==> src/rtl/uart_rx_frame_fsm_pkg.sv <==
// Shared UART receive-side definitions.
//   - 3-bit frame state encoding (IDLE..STOP) and its enum type
//   - parity-type constants (PAR_EVEN / PAR_ODD)
//   - default data width and bit-counter width helper
package uart_rx_frame_fsm_pkg;

    localparam int DATA_WIDTH_DEF = 8;

    localparam logic [2:0] ST_IDLE   = 3'd0;
    localparam logic [2:0] ST_START  = 3'd1;
    localparam logic [2:0] ST_DATA   = 3'd2;
    localparam logic [2:0] ST_PARITY = 3'd3;
    localparam logic [2:0] ST_STOP   = 3'd4;

    localparam logic PAR_EVEN = 1'b0;
    localparam logic PAR_ODD  = 1'b1;

    typedef enum logic [2:0] {
        IDLE   = ST_IDLE,
        START  = ST_START,
        DATA   = ST_DATA,
        PARITY = ST_PARITY,
        STOP   = ST_STOP
    } rx_state_e;

    // Bit counter needs clog2(width) bits; keep at least one bit for width 1.
    function automatic int cnt_width(input int w);
        return (w > 1) ? $clog2(w) : 1;
    endfunction

endpackage

==> src/rtl/uart_rx_par_check.sv <==
// Combinational parity generator.
//   i_data    : data word
//   i_par_typ : PAR_EVEN / PAR_ODD
//   o_par     : parity bit the line should carry for i_data
module uart_rx_par_check
    import uart_rx_frame_fsm_pkg::*;
#(
    parameter int DATA_WIDTH = DATA_WIDTH_DEF
) (
    input  logic [DATA_WIDTH-1:0] i_data,
    input  logic                  i_par_typ,
    output logic                  o_par
);

    assign o_par = (^i_data) ^ (i_par_typ == PAR_ODD);

endmodule

==> src/rtl/uart_rx_frame_fsm.sv <==
// UART receive frame controller, downstream of the oversampling/majority stage.
// Detects the start edge on RX_IN, then consumes one voted bit per sample_done
// strobe: start, DATA_WIDTH data bits (LSB first), optional parity, stop.
//   CLK, RST          : clock, async active-low reset
//   RX_IN             : raw line, only looked at in IDLE for start detection
//   S_BIT/sample_done : voted bit and its one-cycle strobe
//   PAR_EN/PAR_TYP    : parity config, latched at start detection
//   SAMPLE_EN, BUSY   : high whenever a frame is in progress
//   P_DATA            : last good word; DATA_VALID pulses when it updates
//   PAR_ERR, STP_ERR  : one-cycle frame-end error pulses
module uart_rx_frame_fsm
    import uart_rx_frame_fsm_pkg::*;
#(
    parameter int DATA_WIDTH = DATA_WIDTH_DEF
) (
    input  logic                  CLK,
    input  logic                  RST,
    input  logic                  RX_IN,
    input  logic                  S_BIT,
    input  logic                  sample_done,
    input  logic                  PAR_EN,
    input  logic                  PAR_TYP,
    output logic                  SAMPLE_EN,
    output logic [DATA_WIDTH-1:0] P_DATA,
    output logic                  DATA_VALID,
    output logic                  PAR_ERR,
    output logic                  STP_ERR,
    output logic                  BUSY
);

    localparam int              CNT_W    = cnt_width(DATA_WIDTH);
    localparam logic [CNT_W-1:0] LAST_BIT = CNT_W'(DATA_WIDTH - 1);

    rx_state_e             r_state;
    rx_state_e             w_next;
    logic [DATA_WIDTH-1:0] r_shift;
    logic [CNT_W-1:0]      r_cnt;
    logic                  r_par_en;
    logic                  r_par_typ;
    logic                  r_par_err;
    logic                  w_par_exp;

    uart_rx_par_check #(.DATA_WIDTH(DATA_WIDTH)) u_par_check (
        .i_data    (r_shift),
        .i_par_typ (r_par_typ),
        .o_par     (w_par_exp)
    );

    assign BUSY      = (r_state != IDLE);
    assign SAMPLE_EN = BUSY;

    always_ff @(posedge CLK or negedge RST) begin
        if (!RST) r_state <= IDLE;
        else      r_state <= w_next;
    end

    always_comb begin
        w_next = r_state;
        case (r_state)
            IDLE:   if (!RX_IN)      w_next = START;
            // A high start sample is a line glitch: drop back silently.
            START:  if (sample_done) w_next = S_BIT ? IDLE : DATA;
            DATA:   if (sample_done && (r_cnt == LAST_BIT))
                                     w_next = r_par_en ? PARITY : STOP;
            PARITY: if (sample_done) w_next = STOP;
            STOP:   if (sample_done) w_next = IDLE;
            default:                 w_next = IDLE;
        endcase
    end

    always_ff @(posedge CLK or negedge RST) begin
        if (!RST) begin
            r_shift    <= '0;
            r_cnt      <= '0;
            r_par_en   <= 1'b0;
            r_par_typ  <= 1'b0;
            r_par_err  <= 1'b0;
            P_DATA     <= '0;
            DATA_VALID <= 1'b0;
            PAR_ERR    <= 1'b0;
            STP_ERR    <= 1'b0;
        end else begin
            DATA_VALID <= 1'b0;
            PAR_ERR    <= 1'b0;
            STP_ERR    <= 1'b0;
            case (r_state)
                IDLE: if (!RX_IN) begin
                    // Config frozen for the whole frame from here on.
                    r_par_en  <= PAR_EN;
                    r_par_typ <= PAR_TYP;
                    r_par_err <= 1'b0;
                end
                START: if (sample_done) r_cnt <= '0;
                DATA: if (sample_done) begin
                    r_shift[r_cnt] <= S_BIT;
                    if (r_cnt != LAST_BIT) r_cnt <= r_cnt + 1'b1;
                end
                PARITY: if (sample_done) r_par_err <= (S_BIT != w_par_exp);
                // r_par_err only ever sets in PARITY, so it stays 0 without parity.
                STOP: if (sample_done) begin
                    if (!r_par_err && S_BIT) begin
                        DATA_VALID <= 1'b1;
                        P_DATA     <= r_shift;
                    end else begin
                        PAR_ERR <= r_par_err;
                        STP_ERR <= ~S_BIT;
                    end
                end
                default: ;
            endcase
        end
    end

endmodule
==> config.mk <==
export PLATFORM = sky130hd
export DESIGN_NAME = uart_rx_frame_fsm
export DESIGN_NICKNAME = d
export VERILOG_FILES = /design/src/rtl/uart_rx_frame_fsm_pkg.sv /design/src/rtl/uart_rx_par_check.sv /design/src/rtl/uart_rx_frame_fsm.sv
export SDC_FILE = /design/constraint.sdc
export NUM_CORES = 1
export LEC_CHECK = 0
export ABC_CLOCK_PERIOD_IN_PS = 4200
export CAP_MARGIN = 20
export CELL_PAD_IN_SITES_DETAIL_PLACEMENT = 0
export CELL_PAD_IN_SITES_GLOBAL_PLACEMENT = 1
export CORE_AREA = 4 4 90 71
export CTS_CLUSTER_DIAMETER = 200
export DETAILED_ROUTE_END_ITERATION = 10
export DIE_AREA = 0 0 94 75
export GPL_ROUTABILITY_DRIVEN = 0
export PLACE_DENSITY = 0.52
export SETUP_SLACK_MARGIN = 0.2
export SKIP_CTS_REPAIR_TIMING = 1
export SLEW_MARGIN = 30
export SYNTH_ARGS = -nofsm -noshare
export SYNTH_HDL_FRONTEND = slang
export SYNTH_SLANG_ARGS = --single-unit
==> constraint.sdc <==
create_clock -name CLK -period 4.2 [get_ports CLK]
set_input_delay 0.84 -clock CLK [delete_from_list [all_inputs] [get_ports CLK]]
set_output_delay 0.84 -clock CLK [all_outputs]
set_load 0.03 [all_outputs]
---- Word level (Yosys, flattened, before mapping) ----
Cells that the tools add are included.
cells by class
  multiplexer cells ....................... 26
  $lt $le $gt $ge ......................... 2
  eq/ne operators ......................... 14
  add/subtract/negate cells ............... 1
  bitwise operators ....................... 3
  reduce and logical (&&, ||, !) cells .... 15
operators with widths
  operator                                                                              number
  3-bit two-way mux                                                                     8
  3-bit one-hot mux with 5 select lines                                                 1
  2-bit != test (second input constant)                                                 7
  1-bit two-way mux                                                                     12
  8-bit bitwise mux                                                                     1
  8-bit parity                                                                          1
  3-bit by 2-bit equality test with 1-bit output (second input constant)                2
  3-bit equality test (second input constant)                                           2
  3-bit one-hot mux with 2 select lines                                                 1
  3-bit AND reduction                                                                   2
  5-bit AND reduction                                                                   1
  3-bit by 4-bit < comparator with 1-bit output (second input constant)                 1
  2-bit AND reduction                                                                   2
  4-bit AND reduction                                                                   1
  2-bit nonzero test                                                                    2
  3-bit by 1-bit adder with 3-bit output (second input constant)                        1
  1-bit demux with 3-bit select                                                         1
  3-bit by 1-bit equality test with 1-bit output (second input constant)                1
  3-bit by 1-bit greater-or-equal comparator with 1-bit output (second input constant)  1
  1-bit logical AND                                                                     3
  3-bit logical NOT                                                                     1
  3-bit != test (second input constant)                                                 1
  3-bit nonzero test                                                                    1
  2-bit two-way mux                                                                     1
  5 further kinds                                                                       6
word-level totals
  register bits after elaboration ......... 28
  word-level logic and storage cells ...... 71

---- Logic depth before layout (Yosys ltp) ----
  depth in word-level cells ............... 5
  gate-level depth with buffers ........... 6
  gate-level depth less buffers ........... 6

---- Modules after synthesis ----
A second synthesis with hierarchy kept.
unflattened totals
  cells, all modules ...................... 118
  area, all modules ....................... 1448.9 um^2
by module, submodules not included
  module             area an instance (um^2)  cells each  instances  seq. area each (um^2)
  uart_rx_frame_fsm  1366.3                   111         1          700.7
  uart_rx_par_check  82.6                     7           1          0.0

---- Worst setup path after synthesis ----
Ideal clock, no wire load.
  path type ............................... flip-flop to output port
  start point ............................. register r_state[1]
  end point ............................... output port SAMPLE_EN
  stages on the path, launching flop included .. 4
  path slack .............................. 2.040 ns
  arrival time ............................ 1.320 ns
  path through ............................ dfrtp_1 buf_4 or3_1 buf_4
on the way
  cells in the longest elaborated chain, start to end .. 1
ends and longest elaborated chain
  item                    line                     text
  from (decl)             uart_rx_frame_fsm.sv:34  rx_state_e r_state;
  from (signal assigned)  uart_rx_frame_fsm.sv:54  else r_state <= w_next;
  3-bit nonzero test      uart_rx_frame_fsm.sv:49  assign BUSY = (r_state != IDLE);
  to (decl)               uart_rx_frame_fsm.sv:23  output logic SAMPLE_EN,
No other way between the ends.

---- Final worst setup path ----
Same ends and word-level chain as after synthesis.

==> impl_metrics.env <==
export IMPL_period_share_pct=63.9
export IMPL_regToRegStartpoint="r_state[1]$_DFFE_PN0P_"
export IMPL_cp_data_required_time_ps=3360
export IMPL_drc=0
export IMPL_setup_total_negative_slack_ps=0
export IMPL_syn_nets=114
export IMPL_synth_common_cells="dfrtp_1 (28), mux2_2 (19), xnor2_1 (6)"
export IMPL_clk_insertion_delay_late_ps=270
export IMPL_synthArstFlopShare_pct=100
export IMPL_ys_types=34
export IMPL_clk_pin_slew_ps=90
export IMPL_die_w_um=94
export IMPL_status="finished, final reports clean"
export IMPL_synthCells=105
export IMPL_dp_cells=197
export IMPL_min_period_ps=2680
export IMPL_cts_max_level=1
export IMPL_coreArea_um2=5590
export IMPL_vias=834
export IMPL_cp_end_kind="primary output"
export IMPL_antenna_cells=0
export IMPL_overflow=0
export IMPL_die_area_um2=7050
export IMPL_slew_headroom_pct=55.9
export IMPL_p_int_mw=0.576
export IMPL_rows=24
export IMPL_max_cap_violations=0
export IMPL_first_global_vias=868
export IMPL_initial_core_util_pct=24.2
export IMPL_min_path_type="reg -> reg"
export IMPL_switchingPower_mw=0.289
export IMPL_ys_seq_area_share_pct=51.9
export IMPL_maxSlewViolCount=0
export IMPL_synth_enable_flop_cells=0
export IMPL_pwr_share_clk_pct=18.8
export IMPL_nets=133
export IMPL_synth_top_flop_cell="dfrtp_1"
export IMPL_stdcell_count=201
export IMPL_holdPathEnd="P_DATA[2]$_DFFE_PN0P_"
export IMPL_reg2reg_depth=4
export IMPL_cp_arrival_ps=1840
export IMPL_hpwl_um=1790
export IMPL_sequentialPowerShare_pct=46.4
export IMPL_grt_use_total_pct=8.04
export IMPL_synth_area_leaders="dfrtp_1 (52%), mux2_2 (16%), xnor2_1 (3.9%), ha_1 (1.9%), nor4b_4 (1.8%)"
export IMPL_dr_first_iter_drc_count=36
export IMPL_worstReg2RegEnd="r_shift[4]$_DFFE_PN0P_"
export IMPL_swShare_pct=33.4
export IMPL_cts_root_buffer="clkbuf_8"
export IMPL_drive_above_1_share_pct=22.8
export IMPL_synth_seq_cells=28
export IMPL_hold_viol=0
export IMPL_synthToLayoutAreaGrowth_pct=23.4
export IMPL_cts_tree="built"
export IMPL_finClkSkew_ps=6.67
export IMPL_grt_pass1_wl_um=4330
export IMPL_vdd_drop_max_mv=0.126
export IMPL_drt_vias_per_instance=4.15
export IMPL_synth_area_um2=1350
export IMPL_drtAntennaViolNets=0
export IMPL_antenna_found_initial=0
export IMPL_grt_max_degree=29
export IMPL_max_slew_worst_pin_slew_ps=655
export IMPL_synth_warnings=0
export IMPL_routed_wl_um=2450
export IMPL_num_io_pins=20
export IMPL_yosysMostFrequentCell="dfrtp_1"
export IMPL_hold_depth=1
export IMPL_io_buffers=19
export IMPL_wl_per_cell_um=12.2
export IMPL_rsz0062_at_grt="false"
export IMPL_min_from="P_DATA[2]$_DFFE_PN0P_"
export IMPL_startpoint_type="flop"
export IMPL_first_pass_iters=4
export IMPL_cellPowerDensity_nw_per_um2=518
export IMPL_finalSetupViolCount=0
export IMPL_cts_buffer_depth=2
export IMPL_p_leak_nw=0.748
export IMPL_crit_type="reg -> out"
export IMPL_synth_area_leader_cell="dfrtp_1"
export IMPL_path_max_fanout=13
export IMPL_fmax_mhz=373
export IMPL_clock_sinks=28
export IMPL_yosysTopAreaCellShare_pct=51.9
export IMPL_cts_buffers_inserted=3
export IMPL_rrSetupSlack_ps=2480
export IMPL_combPwrFrac_pct=34.7
export IMPL_fp_dieH_um=75
export IMPL_syn_avg_cell_area_um2=12.9
==> worst max-delay path by stage <==
stage                      startpoint                      to  cells past startpoint
6_report       r_state[1]$_DFFE_PN0P_               SAMPLE_EN                      2
4_1_cts        r_state[1]$_DFFE_PN0P_               SAMPLE_EN                      2
3_5_place_dp              sample_done  r_shift[4]$_DFFE_PN0P_                      5
5_1_grt        r_state[1]$_DFFE_PN0P_                    BUSY                      2
2_1_floorplan  r_state[1]$_DFFE_PN0P_               SAMPLE_EN                      3
3_3_place_gp              sample_done  r_shift[4]$_DFFE_PN0P_                      5
==> power groups by stage <==
stage | Combinational [mW] | Clock (mW) | Sequential [mW]
final | 0.300 | 0.163 | 0.402
after global routing | 0.325 | 0.185 | 0.416
after CTS | 0.306 | 0.173 | 0.402
after detailed placement | 0.304 | 0 | 0.408
after global placement | 0.301 | 0 | 0.405
after floorplan | 0.244 | 0 | 0.385
==> metrics by stage <==
stage	power [mW]	instance area [um^2]	setup slack [ps]	hold WS [ps]	utilization, %
6_report	0.864	1670	1520	510	29.9
5_1_grt	0.926	1670	1400	541	29.9
4_1_cts	0.880	1670	1500	519	29.9
3_5_place_dp	0.712	1610	1660	496	28.9
3_3_place_gp	0.706	1610	1710	487	28.9
2_1_floorplan	0.629	1350	2040	477	-
==> cell families (layout without fill, tap and decap cells) <==
family / count (synthesis) / count (layout) / synth area share, %
XOR/XNOR: 8 / 8 / 6.20
AO/OA/AOI/OAI: 9 / 9 / 4.63
flip-flops: 28 / 28 / 51.9
buffers and inverters: 8 / 26 / 3.05
multiplexers: 19 / 19 / 15.8
adder cells (fa/ha/maj): 2 / 2 / 1.85
AND/OR/NAND/NOR: 31 / 31 / 16.6
==> routing by layer <==
metal | vias to the layer above | routed length [um] | global-route usage (%)
li1 | 408 | - | -
met1 | 403 | 1240 | 11.3
met2 | 19 | 1040 | 11.6
met3 | 4 | 116 | 1.70
met4 | 0 | 45 | 4.33
met5 | - | 0 | 0
==> registers in the layout (all words and copies together) (netlist names) <==
| signal | flops |
|---|---|
| r_cnt | 3 |
| DATA_VALID | 1 |
| r_state | 3 |
| r_par_typ | 1 |
| STP_ERR | 1 |
| PAR_ERR | 1 |
| P_DATA | 8 |
| r_shift | 8 |
| r_par_en | 1 |
| r_par_err | 1 |
==> critical path, cell delays in order, from the launching register on <==
cell and delay (ps):
dfrtp_1 530, or3_1 440, clkdlybuf4s50_1 600
==> layout make-up <==
class,instances,area (um^2)
Clock buffer,4,55.1
Fill cell,594,3920
Inverter,2,7.51
Multi-Input combinational cell,69,609
Sequential cell,28,701
Tap cell,78,97.6
Timing Repair Buffer,20,198
==> placed cells by master (no fill, tap or decap), drive strengths merged <==
| cell type | instances |
|---|---|
| nand3 | 2 |
| xnor2 | 6 |
| nor4b | 1 |
| clkbuf | 4 |
| and4bb | 1 |
| a221oi | 1 |
| nand2 | 2 |
| nor2 | 5 |
| ha | 2 |
| a21oi | 1 |
| nor3b | 3 |
| dfrtp | 28 |
| mux2 | 19 |
| nor2b | 3 |
| or3 | 1 |
| and2 | 2 |
| xnor3 | 1 |
| clkdlybuf4s50 | 19 |
| nand2b | 1 |
| nor4bb | 1 |
| and2b | 2 |
| nand4 | 1 |
| nor3 | 1 |
| o41ai | 1 |
| o211ai | 1 |
| xor2 | 1 |
| inv | 2 |
| o21ai | 3 |
| nor4 | 1 |
| nand3b | 4 |
| buf | 1 |
| a22o | 2 |
No activity file was read; power rests on OpenSTA's default activity.
==> patch (config.mk and constraints unchanged) <==
Change the package constant `DATA_WIDTH_DEF` from 8 to 7.
--- a/src/rtl/uart_rx_frame_fsm_pkg.sv
+++ b/src/rtl/uart_rx_frame_fsm_pkg.sv
@@ -6,3 +6,3 @@
 
-    localparam int DATA_WIDTH_DEF = 8;
+    localparam int DATA_WIDTH_DEF = 7;
 
Interface: changed (resized P_DATA); port bits go from 20 to 19. The function was not compared with the original's and may differ.
==> patch against the unedited design <==
Synthesized area is 1.3% higher; final cell count increased by 3.5%; sequential cell count is 2 lower; wire length is 3.9% higher; clock skew fell by 0.0049 ns; utilization did not move; power grew 11%; setup slack got worse by 0.021 ns; sequential share of layout area shrank 3.0 points; via count up 4.0%; design area did not move.
==> patch: results (changes against the unedited design) <==
Outcome - completed
Worst-Skew Late Latency - 0.27 ns (about the same)
First-pass GRT wire length - 4350 um (+0.62%)
Top cells by instance count after synthesis - dfrtp_1, nand2_1, mux2_4
Synthesized Nets - 122 (+7.0%)
Largest net degree at the start of global routing - 27 (-6.9%)
Top flop regs - P_DATA x7, r_shift x7
Clk buf depth - 2 (unchanged)
Mux share of post-synthesis cell area - 0.118 (-0.0404)
First drt pass iteration count - 2 (-2)
Final hold slack - 0.515 ns (+0.00520 ns)
Clock power frac - 0.169 (-0.019)
Worst setup path end - BUSY
DR iter-0 viols - 50 (+39%)
Netlist cell types - 42 (+24%)
Skew final - 0.00172 ns (-0.00494 ns)
DP HPWL - 1890 um (+5.3%)
Layout net count - 140 (+5.3%)
Share of post-route cells with drive strength above 1 - 0.192 (-0.0353)
GR Util All Layers - 0.0802 (-0.000155)
Max VDD drop - 0.000115 V (-9.0%)
Leak - 0.763 nW (+2.1%)
Post-DR wirelength/cell - 12.2 um (+0.38%)
Worst slew margin - 0.711 (+0.152)
CP arrival - 1.86 ns (+0.02 ns)
Synth warn - 0 (unchanged)
Int Pwr - 0.605 mW (+5.1%)
Crit. Startpoint - r_state[1]$_DFFE_PN0P_
Vias in the first global route - 901 (+3.8%)
IO Port Bufs - 18 (-1)
XOR/XNOR share of the synthesized area - 0.0548 (-0.00719)
Htree depth - 1 (unchanged)
Reg2reg start - r_state[2]$_DFFE_PN0P_
EDFF count, synth - 0 (unchanged)
Placement Setup Slack - 1.61 ns (-0.0480 ns)
Sw frac - 0.367 (+0.0329)
Antenna violations before repair - 0 (unchanged)
Root Driver - clkbuf_8
Compound-Gate Fraction of Synth Area - 0.101 (+0.0552)
Ranking of synthesized cells by area - dfrtp_1, mux2_4, xnor2_1
Comb pwr share - 0.401 (+0.054)
DR vias - 867 (+4.0%)
Worst setup margin - 1.50 ns (-0.0206 ns)
Seq/Total Area, Yosys - 0.475 (-0.0432)
Critical path fanouts, max - 14 (+1)
Synth Area in Adders - 0.0183 (-0.000237)
TritonCTS buffer count - 3 (unchanged)
-- patch: worst min path at each step --
stage | from | endpoint | cells after the start
floorplan | r_par_err$_DFFE_PN0P_ | PAR_ERR$_DFF_PN0_ | 1
global placement | P_DATA[3]$_DFFE_PN0P_ | P_DATA[3]$_DFFE_PN0P_ | 1
detailed placement | P_DATA[2]$_DFFE_PN0P_ | P_DATA[2]$_DFFE_PN0P_ | 1
CTS | P_DATA[2]$_DFFE_PN0P_ | P_DATA[2]$_DFFE_PN0P_ | 1
global route | P_DATA[3]$_DFFE_PN0P_ | P_DATA[3]$_DFFE_PN0P_ | 1
finish | P_DATA[2]$_DFFE_PN0P_ | P_DATA[2]$_DFFE_PN0P_ | 1
-- patch: cell type report --
class                           count  area, um2
Timing Repair Buffer               19        188
Sequential cell                    26        651
Clock buffer                        4       55.1
Multi-Input combinational cell     77        662
Tap cell                           78       97.6
Inverter                            4       15.0
Fill cell                         595       3920
-- patch: layer usage --
layer | track usage | up-vias | part of all wire
met5 | 0 | - | 0
met4 | 0.0385 | 0 | 0.013
met3 | 0.0120 | 2 | 0.028
met2 | 0.128 | 11 | 0.46
met1 | 0.108 | 422 | 0.50
li1 | - | 432 | -
-- patch: logic make-up after synthesis --
family,after synthesis
adder cells (fa/ha/maj),2
multiplexers,12
AO/OA/AOI/OAI,20
XOR/XNOR,7
AND/OR/NAND/NOR,36
buffers and inverters,10
flip-flops,26
-- patch: critical path: stages (launching register included) --
cell	delay, ns
dfrtp_1	0.54
or3_1	0.44
clkdlybuf4s50_1	0.61
-- patch: stage by stage --
step           std cells   util
3_3_place_gp         204  0.289
4_1_cts              208  0.299
2_1_floorplan        113      -
3_5_place_dp         204  0.289
5_1_grt              208  0.299
6_report             208  0.299
